File: config.mk
export PLATFORM = sky130hd
export DESIGN_NAME = nibble_uart_tx
export DESIGN_NICKNAME = d
export VERILOG_FILES = /design/src/rtl/csc_io_pkg.sv /design/src/rtl/nibble_uart_tx_baud_tick.sv /design/src/rtl/nibble_uart_tx.sv
export SDC_FILE = /design/constraint.sdc
export NUM_CORES = 1
export LEC_CHECK = 0
export BUFFER_PORTS_ARGS = -buffer_cell sky130_fd_sc_hd__buf_2
export CORE_MARGIN = 1.5
export CORE_UTILIZATION = 52
export CTS_BUF_LIST = sky130_fd_sc_hd__clkbuf_2
export DETAILED_ROUTE_END_ITERATION = 6
export PLACE_DENSITY_LB_ADDON = 0.3
export RECOVER_POWER = 50
export SLEW_MARGIN = 30
export SYNTH_ARGS = -nofsm -noshare
export SYNTH_HDL_FRONTEND = slang
export SYNTH_HIERARCHICAL = 1
export SYNTH_SLANG_ARGS = --single-unit
File: constraint.sdc
create_clock -name clk -period 2.35 [get_ports clk]
set_input_delay 0.1175 -clock clk [delete_from_list [all_inputs] [get_ports clk]]
set_output_delay 0.1175 -clock clk [all_outputs]
set_load 0.02 [all_outputs]
File: src/rtl/csc_io_pkg.sv
// Shared definitions for the CPU-mapped nibble UART transmitter.
// NIBBLE_UART_PARITY_EN selects the 11-bit frame with an even parity bit.
package csc_io_pkg;

    typedef enum logic [2:0] {
        IDLE   = 3'd0,
        START  = 3'd1,
        DATA   = 3'd2,
        PARITY = 3'd3,
        STOP   = 3'd4
    } tx_state_t;

    localparam logic [7:0] DEF_LO_ADDR = 8'hFE;
    localparam logic [7:0] DEF_HI_ADDR = 8'hFF;

    localparam int unsigned DATA_BITS         = 8;
    localparam int unsigned FRAME_BITS_BASE   = 10;
    localparam int unsigned FRAME_BITS_PARITY = 11;

`ifdef NIBBLE_UART_PARITY_EN
    localparam int unsigned FRAME_BITS = FRAME_BITS_PARITY;

    function automatic logic even_parity(input logic [7:0] b);
        return ^b;
    endfunction
`else
    localparam int unsigned FRAME_BITS = FRAME_BITS_BASE;
`endif

endpackage

File: src/rtl/nibble_uart_tx_baud_tick.sv
// Bit-period counter: counts while run is high, tick marks the last cycle of each bit.
module baud_tick #(
    parameter int unsigned CLKS_PER_BIT = 16
) (
    input  logic clk,
    input  logic reset,
    input  logic run,
    output logic tick
);

    localparam int unsigned CW = $clog2(CLKS_PER_BIT);

    logic [CW-1:0] cnt;
    logic          wrap;

    assign wrap = (cnt == CW'(CLKS_PER_BIT - 1));
    assign tick = run && wrap;

    always_ff @(posedge clk or posedge reset) begin
        if (reset)
            cnt <= '0;
        else if (!run || wrap)
            cnt <= '0;
        else
            cnt <= cnt + CW'(1);
    end

endmodule

File: src/rtl/nibble_uart_tx.sv
// Serial transmitter fed by two CPU RAM writes: low nibble, then high nibble to send.
// Build option: NIBBLE_UART_PARITY_EN adds an even parity bit before the stop bit.
module nibble_uart_tx
    import csc_io_pkg::*;
#(
    parameter int unsigned CLKS_PER_BIT = 16,
    parameter logic [7:0]  LO_ADDR      = DEF_LO_ADDR,
    parameter logic [7:0]  HI_ADDR      = DEF_HI_ADDR
) (
    input  logic       clk,
    input  logic       reset,
    input  logic       wr_en,
    input  logic [7:0] addr,
    input  logic [3:0] wdata,
    output logic       tx,
    output logic       busy,
    output logic       overrun
);

    tx_state_t  state_q, state_d;
    logic       tx_q, tx_d;
    logic       busy_q, busy_d;
    logic       ovr_q, ovr_d;
    logic [3:0] lo_q, lo_d;
    logic [7:0] sh_q, sh_d;
    logic [2:0] idx_q, idx_d, idx_nx;
    logic       run, tick, lo_wr, hi_wr;

    assign run    = (state_q != IDLE);
    assign lo_wr  = wr_en && (addr == LO_ADDR);
    assign hi_wr  = wr_en && (addr == HI_ADDR);
    assign idx_nx = idx_q + 3'd1;

    assign tx      = tx_q;
    assign busy    = busy_q;
    assign overrun = ovr_q;

    baud_tick #(.CLKS_PER_BIT(CLKS_PER_BIT)) u_tick (
        .clk   (clk),
        .reset (reset),
        .run   (run),
        .tick  (tick)
    );

    always_ff @(posedge clk or posedge reset) begin
        if (reset) begin
            state_q <= IDLE;
            tx_q    <= 1'b1;
            busy_q  <= 1'b0;
            ovr_q   <= 1'b0;
            lo_q    <= '0;
            sh_q    <= '0;
            idx_q   <= '0;
        end else begin
            state_q <= state_d;
            tx_q    <= tx_d;
            busy_q  <= busy_d;
            ovr_q   <= ovr_d;
            lo_q    <= lo_d;
            sh_q    <= sh_d;
            idx_q   <= idx_d;
        end
    end

    always_comb begin
        state_d = state_q;
        tx_d    = tx_q;
        busy_d  = busy_q;
        ovr_d   = ovr_q;
        lo_d    = lo_q;
        sh_d    = sh_q;
        idx_d   = idx_q;

        if (lo_wr)
            lo_d = wdata;
        // busy is registered, so a write on the edge that ends the stop bit is still dropped
        if (hi_wr)
            ovr_d = busy_q;

        case (state_q)
            IDLE: begin
                if (hi_wr) begin
                    state_d = START;
                    tx_d    = 1'b0;
                    busy_d  = 1'b1;
                    sh_d    = {wdata, lo_q};
                    idx_d   = '0;
                end
            end
            START: begin
                if (tick) begin
                    state_d = DATA;
                    tx_d    = sh_q[0];
                    idx_d   = '0;
                end
            end
            DATA: begin
                if (tick) begin
                    if (idx_q == 3'(DATA_BITS - 1)) begin
`ifdef NIBBLE_UART_PARITY_EN
                        state_d = PARITY;
                        tx_d    = even_parity(sh_q);
`else
                        state_d = STOP;
                        tx_d    = 1'b1;
`endif
                    end else begin
                        idx_d = idx_nx;
                        tx_d  = sh_q[idx_nx];
                    end
                end
            end
`ifdef NIBBLE_UART_PARITY_EN
            PARITY: begin
                if (tick) begin
                    state_d = STOP;
                    tx_d    = 1'b1;
                end
            end
`endif
            STOP: begin
                if (tick) begin
                    state_d = IDLE;
                    tx_d    = 1'b1;
                    busy_d  = 1'b0;
                end
            end
            default: begin
                state_d = IDLE;
                tx_d    = 1'b1;
                busy_d  = 1'b0;
            end
        endcase
    end

endmodule

==> results.yml, run 1 <==
floorplanning:
  die_w_um: 51.6
  die_h_um: 51.6
  core_area_um2: 2210
  ioPinCount: 18
  fp-row-count: 17
  die_area_um2: 2660
  initial_utilization_pct: 55.5
cts:
  htreeDepth: 1
  cts-buffers-inserted: 3
  root_buffer: "clkbuf_2"
  clock_path_buffers: 2
  clk_pin_slew_worst_paths_ps: 220
  numClockSinks: 25
  cts_tree: "built"
  post_cts_buffers: 0
  insertion_delay_ps: 350
sta:
  grt_setup_unrepaired: "no"
  fin_tns_setup_ps: 0
  setup_violations: 0
  fin_crit_sh_pct: 94.8
  skew_ps: 2.12
  final_hold_viol_count: 0
  slew_headroom_pct: 48.7
  drv_slew: 0
  fmax_mhz: 449
  finalCriticalPeriod_ps: 2230
  tightest_slew_ps: 768
critical_path:
  cp_data_required_time_ps: 2660
  cp_slowest_cell: "mux4_2"
  arrival_ps: 2540
  path_cells: "ha_1 -> ha_1 -> mux4_2 -> and2_0 -> o41a_1 -> o22a_1"
  reg2reg_slack_ps: 120
  reg2reg_from: "idx_q[0]"
  crit_path_end_kind: "flop"
  path_class: "flop to flop"
  reg2reg_depth: 6
  slowest_delay_ps: 500
  cp-startpoint: "idx_q[0]"
  crit_path_frequent_cell: "ha_1"
  crit_fanout: 4
  startpoint_type: "flop"
  rr_endpoint: "tx"
pwr:
  power_switching_uw: 221
  worst_ir_drop_vdd_uv: 453
  p_comb_share_pct: 18.0
  seqPwrFrac_pct: 61.6
  p_per_area_nw_per_um2: 559
  pwr-share-clk_pct: 20.4
  switching_share_pct: 27.6
  p_leak_nw: 0.687
  internal_power_uw: 579
grt:
  grt_max_degree: 22
  overflow: 0
  antenna_found_initial: 0
  grt_pass1_wl_um: 4080
  grt_pass1_vias: 931
  grtUsageTotal_pct: 21.4
layout:
  area_growth_pct: 16.5
  fin_util_pct: 64.7
  antenna_cells: 0
  nFillCells: 195
  regArea_um2: 628
  layout-drive-gt1-share_pct: 34.9
  multi_input_area_um2: 571
  nets: 148
logic_synthesis:
  synth_top_area_share_pct: 48.9
  synth.most_common_cell: "dfrtp_1"
  synthTopCellsByArea: "dfrtp_1 (49%), mux2_2 (13%), mux2i_1 (3.3%)"
  synthCells: 102
  ys.warnings.count: 6
  async_flop_share_pct: 100
  yosys_most_used_dff: "dfrtp_1"
  avgSynthCellArea_um2: 12.0
  yosys.area.top_type: "dfrtp_1"
  synth_edf_count: 0
  synth_cell_type_count: 36
  synthTopCellsByCount: "dfrtp_1 (24), mux2_2 (14), inv_1 (6), nand2_1 (5), nor2_1 (5)"
  ys_seq_area_share_pct: 51.0
  syn_nets: 120
  ys_ff_latch: 25
  synthesis.area_um2: 1230
route:
  dr.pass1.iters: 4
  vias: 877
  drc: 0
  vias_per_cell: 5.59
  ant_nets: 0
  first_iter_violations: 8
  routedWlPerCell_um: 14.4
  wl_um: 2270
worst_hold_path:
  hp-class: "input pin to asynchronous set/reset pin"
status:
  status: "finished clean"
place:
  dpl.hpwl_um: 1710
  place_congestion: 0.803
  port_buffers: 17
job:
  max-cap-violations: 0
cells by family (layout without fill, tap and decap cells):
family	count (synthesis)	in the layout	share of synthesized area, %
simple gates	30	30	15.3
flops	25	25	51.0
mux	19	19	17.9
compound gates	16	16	9.47
buf+inv	8	35	2.55
fa+ha+maj	3	3	3.06
xor+xnor	1	1	0.713
placed cells by master (no fill, tap or decap), types with 2 or more instances in the layout:
| cell | Yosys | final |
|---|---|---|
| nand2_1 | 5 | 5 |
| dfrtp_1 | 24 | 23 |
| ha_1 | 3 | 3 |
| a21o_1 | 2 | 2 |
| nand3_1 | 2 | 2 |
| nand4_1 | 4 | 4 |
| dlygate4sd3_1 | 0 | 5 |
| a21oi_1 | 3 | 3 |
| clkbuf_1 | 1 | 2 |
| nor3b_1 | 3 | 3 |
| buf_4 | 0 | 3 |
| mux2i_1 | 4 | 4 |
| nor2_1 | 5 | 5 |
| inv_1 | 6 | 6 |
| nand3b_1 | 3 | 3 |
| clkbuf_2 | 0 | 3 |
| o21ai_0 | 2 | 2 |
| mux2_2 | 14 | 14 |
| buf_2 | 1 | 15 |
sequential cells by signal (all words and copies together) (netlist names):
name and flops:
busy 1, idx_q 3, sh_q 8, tx 1, state_q 3, overrun 1, u_tick/cnt 4, lo_q 4
power groups by stage:
stage | sequential [mW] | combinational (mW) | clock (mW)
after floorplan | 0.508 | 0.0848 | 0
after global placement | 0.499 | 0.134 | 0
after detailed placement | 0.502 | 0.141 | 0
after CTS | 0.494 | 0.147 | 0.173
after global routing | 0.497 | 0.162 | 0.185
final | 0.493 | 0.144 | 0.164
worst max-delay path, delay by kind of cell (launching register included):
kind	cells	cell delay, ps
AOI/OAI and AO/OA	2	560
DFF	1	440
and+or+nand+nor	1	160
muxes	1	500
adders and majority gates	2	550
worst max-delay path by stage:
stage,end,depth (start not counted)
floorplan,tx,6
global placement,tx,6
detailed placement,tx,6
CTS,tx,6
global route,tx,6
finish,tx,6
metal layers:
layer  vias to the layer above  track usage [%]  share of wire [%]
li1                        428                -                  -
met1                       427             23.5                 41
met2                        15             39.3                 54
met3                         7             5.75                3.0
met4                         0             7.46                1.6
met5                         -                0                  0
what timing repair did:
item,CTS,global route
hold endpoints to repair,31,0
hold buffers,5,0
resized for setup,0,1
setup endpoints to repair,0,3
through the flow:
stage	setup WS, ps	total power, mW	hold WS (ps)	instance area [um^2]	std cells
finish	122	0.800	161	1430	157
global route	20.5	0.844	147	1430	157
CTS	105	0.814	142	1430	157
detailed placement	131	0.643	15.9	1360	148
global placement	196	0.633	7.74	1360	148
floorplan	135	0.593	-116	1230	102
area by class of cell:
cell class                 instances  share of cell area [%]
multi-input combinational         69                    39.9
tap                               28                    2.45
inverter                           6                    1.57
clock inverter                     1                   0.350
clock buffer                       3                    1.05
timing repair buffer              25                    10.8
sequential                        25                    43.9
No activity file was read; power rests on OpenSTA's default activity.
==> run 2, diff against run 1 <==
--- a/config.mk
+++ b/config.mk
@@ -6,8 +6,10 @@
 export NUM_CORES = 1
 export LEC_CHECK = 0
 export BUFFER_PORTS_ARGS = -buffer_cell sky130_fd_sc_hd__buf_2
+export CELL_PAD_IN_SITES_DETAIL_PLACEMENT = 0
+export CELL_PAD_IN_SITES_GLOBAL_PLACEMENT = 1
 export CORE_MARGIN = 1.5
-export CORE_UTILIZATION = 52
+export CORE_UTILIZATION = 42
 export CTS_BUF_LIST = sky130_fd_sc_hd__clkbuf_2
 export DETAILED_ROUTE_END_ITERATION = 6
 export PLACE_DENSITY_LB_ADDON = 0.3
==> run 2 against run 1 <==
Worst setup slack got worse by 27 ps. Fmax down 1.2%. Power increased by 0.69%. Cell area is 2.4% higher. Clock power increased by 4%. Non-clock buffer count is 4 higher. Cell count rose by 4.5%. First-iteration DRC count is 100% higher. Via count is 1.0% lower. Die area increased by 22%. Clock skew grew 7.4 ps. Critical endpoint unchanged.
==> results.yml, run 2 (synthesis results as in run 1) <==
place:
  dp.cells: 154
  place_congestion: 0.878
  port_buffers: 17
  pre_cts_ws_ps: 121
  dpl.hpwl_um: 1780
cts:
  clock_path_buffers: 2
  clk_pin_slew_worst_paths_ps: 230
  cts_tree: "built"
  numClockSinks: 25
  insertion_delay_ps: 360
  root_buffer: "clkbuf_2"
  cts-buffers-inserted: 3
  htreeDepth: 1
critical_path:
  path_class: "flop to flop"
  crit_path_end_kind: "flop"
  crit_fanout: 4
  cp-startpoint: "idx_q[0]"
  arrival_ps: 2570
  cp_slowest_cell: "mux4_2"
  critPathTopFamily: "compound AO/OA/AOI/OAI gates"
  path_cells: "ha_1 -> ha_1 -> mux4_2 -> and2_0 -> o41a_1 -> o22a_1"
  reg2reg_from: "idx_q[0]"
  path_buf_inv: 0
  slowest_delay_ps: 500
  cp_data_required_time_ps: 2670
  startpoint_type: "flop"
  crit_path_frequent_cell: "ha_1"
layout:
  largest_register_ffs: 8
  mostFrequentLayoutCell: "dfrtp_1"
  stdcell_count: 164
  final_cell_mix: "dfrtp_1 (24), buf_2 (16), mux2_2 (13), buf_4 (7), inv_1 (6)"
  area_growth_pct: 19.2
  antenna_cells: 0
  regMostFlops: "sh_q"
  layout-drive-gt1-share_pct: 36.1
  nets: 152
  reg.largest.list: "sh_q (8), lo_q (4), u_tick/cnt (4)"
grt:
  overflow: 0
  grt_max_degree: 22
  grt_pass1_wl_um: 4110
  grt_pass1_vias: 899
  antenna_found_initial: 0
  grtUsageTotal_pct: 16.6
sta:
  whs_ps: 138
  slew_headroom_pct: 48.3
  fin_ws_ps: 94.9
  fin_crit_sh_pct: 96.0
  drv_slew: 0
  setup_violations: 0
  finalCriticalPeriod_ps: 2260
  grt_setup_unrepaired: "no"
  fmax_mhz: 443
  skew_ps: 9.52
  fin_tns_setup_ps: 0
  tightest_slew_ps: 775
  final_hold_viol_count: 0
route:
  wl_um: 2320
  vias_per_cell: 5.29
  ant_nets: 0
  vias: 868
  dr.pass1.iters: 4
  drc: 0
  routedWlPerCell_um: 14.2
  first_iter_violations: 16
floorplanning:
  ioPinCount: 18
  fp-row-count: 19
  core_area_um2: 2760
  die_area_um2: 3260
  die_w_um: 57.1
  die_h_um: 57.1
  initial_utilization_pct: 44.6
status:
  status: "finished clean"
pwr:
  worst_ir_drop_vdd_uv: 340
  p_per_area_nw_per_um2: 550
  p_leak_nw: 0.715
job:
  max-cap-violations: 0
worst_hold_path:
  hp-class: "input pin to asynchronous set/reset pin"
## run 2: layout make-up
cell class	count	area, um^2
timing repair buffer	29	186
multi-input combinational	69	571
fill	262	1290
sequential	25	627
inverter	6	22.5
clock buffer	3	15.0
tap	31	38.8
clock inverter	1	5.00
## run 2: per-layer routing
layer  wire length [um]  global-route usage, %  up-vias
li1                   -                      -      438
met1               1090                   22.2      416
met2               1140                   26.6        9
met3                 46                   2.95        5
met4                 47                   7.31        0
met5                  0                      0        -
## run 2: through the flow
step | cell area, um^2 | power [mW] | util [%]
after floorplan | 1230 | 0.593 | -
after global placement | 1390 | 0.632 | 50.4
after detailed placement | 1390 | 0.642 | 50.4
after CTS | 1460 | 0.820 | 52.9
after global routing | 1470 | 0.855 | 53.1
final | 1470 | 0.806 | 53.1
## run 2: worst min-delay path, delay by kind of cell
kind	cells	cell delay [ps]
buf+inv	3	790
## run 2: timing repair
| item | in CTS | in global routing |
|---|---|---|
| setup buffers | 0 | 1 |
| resized for setup | 0 | 0 |
| endpoints found under the setup margin | 0 | 1 |
| endpoints found under the hold margin | 32 | 0 |
| hold buffers | 5 | 0 |
## run 2: final timing paths
check                                end  slack (ps)  depth (start not counted)
setup reg to reg                      tx          90                          6
hold reg to reg            u_tick/cnt[0]         510                          1
hold / removal             u_tick/cnt[2]         140                          3
setup / recovery                      tx          90                          6
max in group asynchronous        lo_q[3]        1470                          3
min in group clk                 lo_q[0]         170                          3
## run 2: where the power goes
part	internal (mW)	leakage [nW]	total [mW]	switching (mW)
Combinational	0.0696	0.360	0.143	0.0736
Clock	0.0386	0.0164	0.170	0.131
Sequential	0.471	0.339	0.493	0.0216
Total	0.580	0.715	0.806	0.226
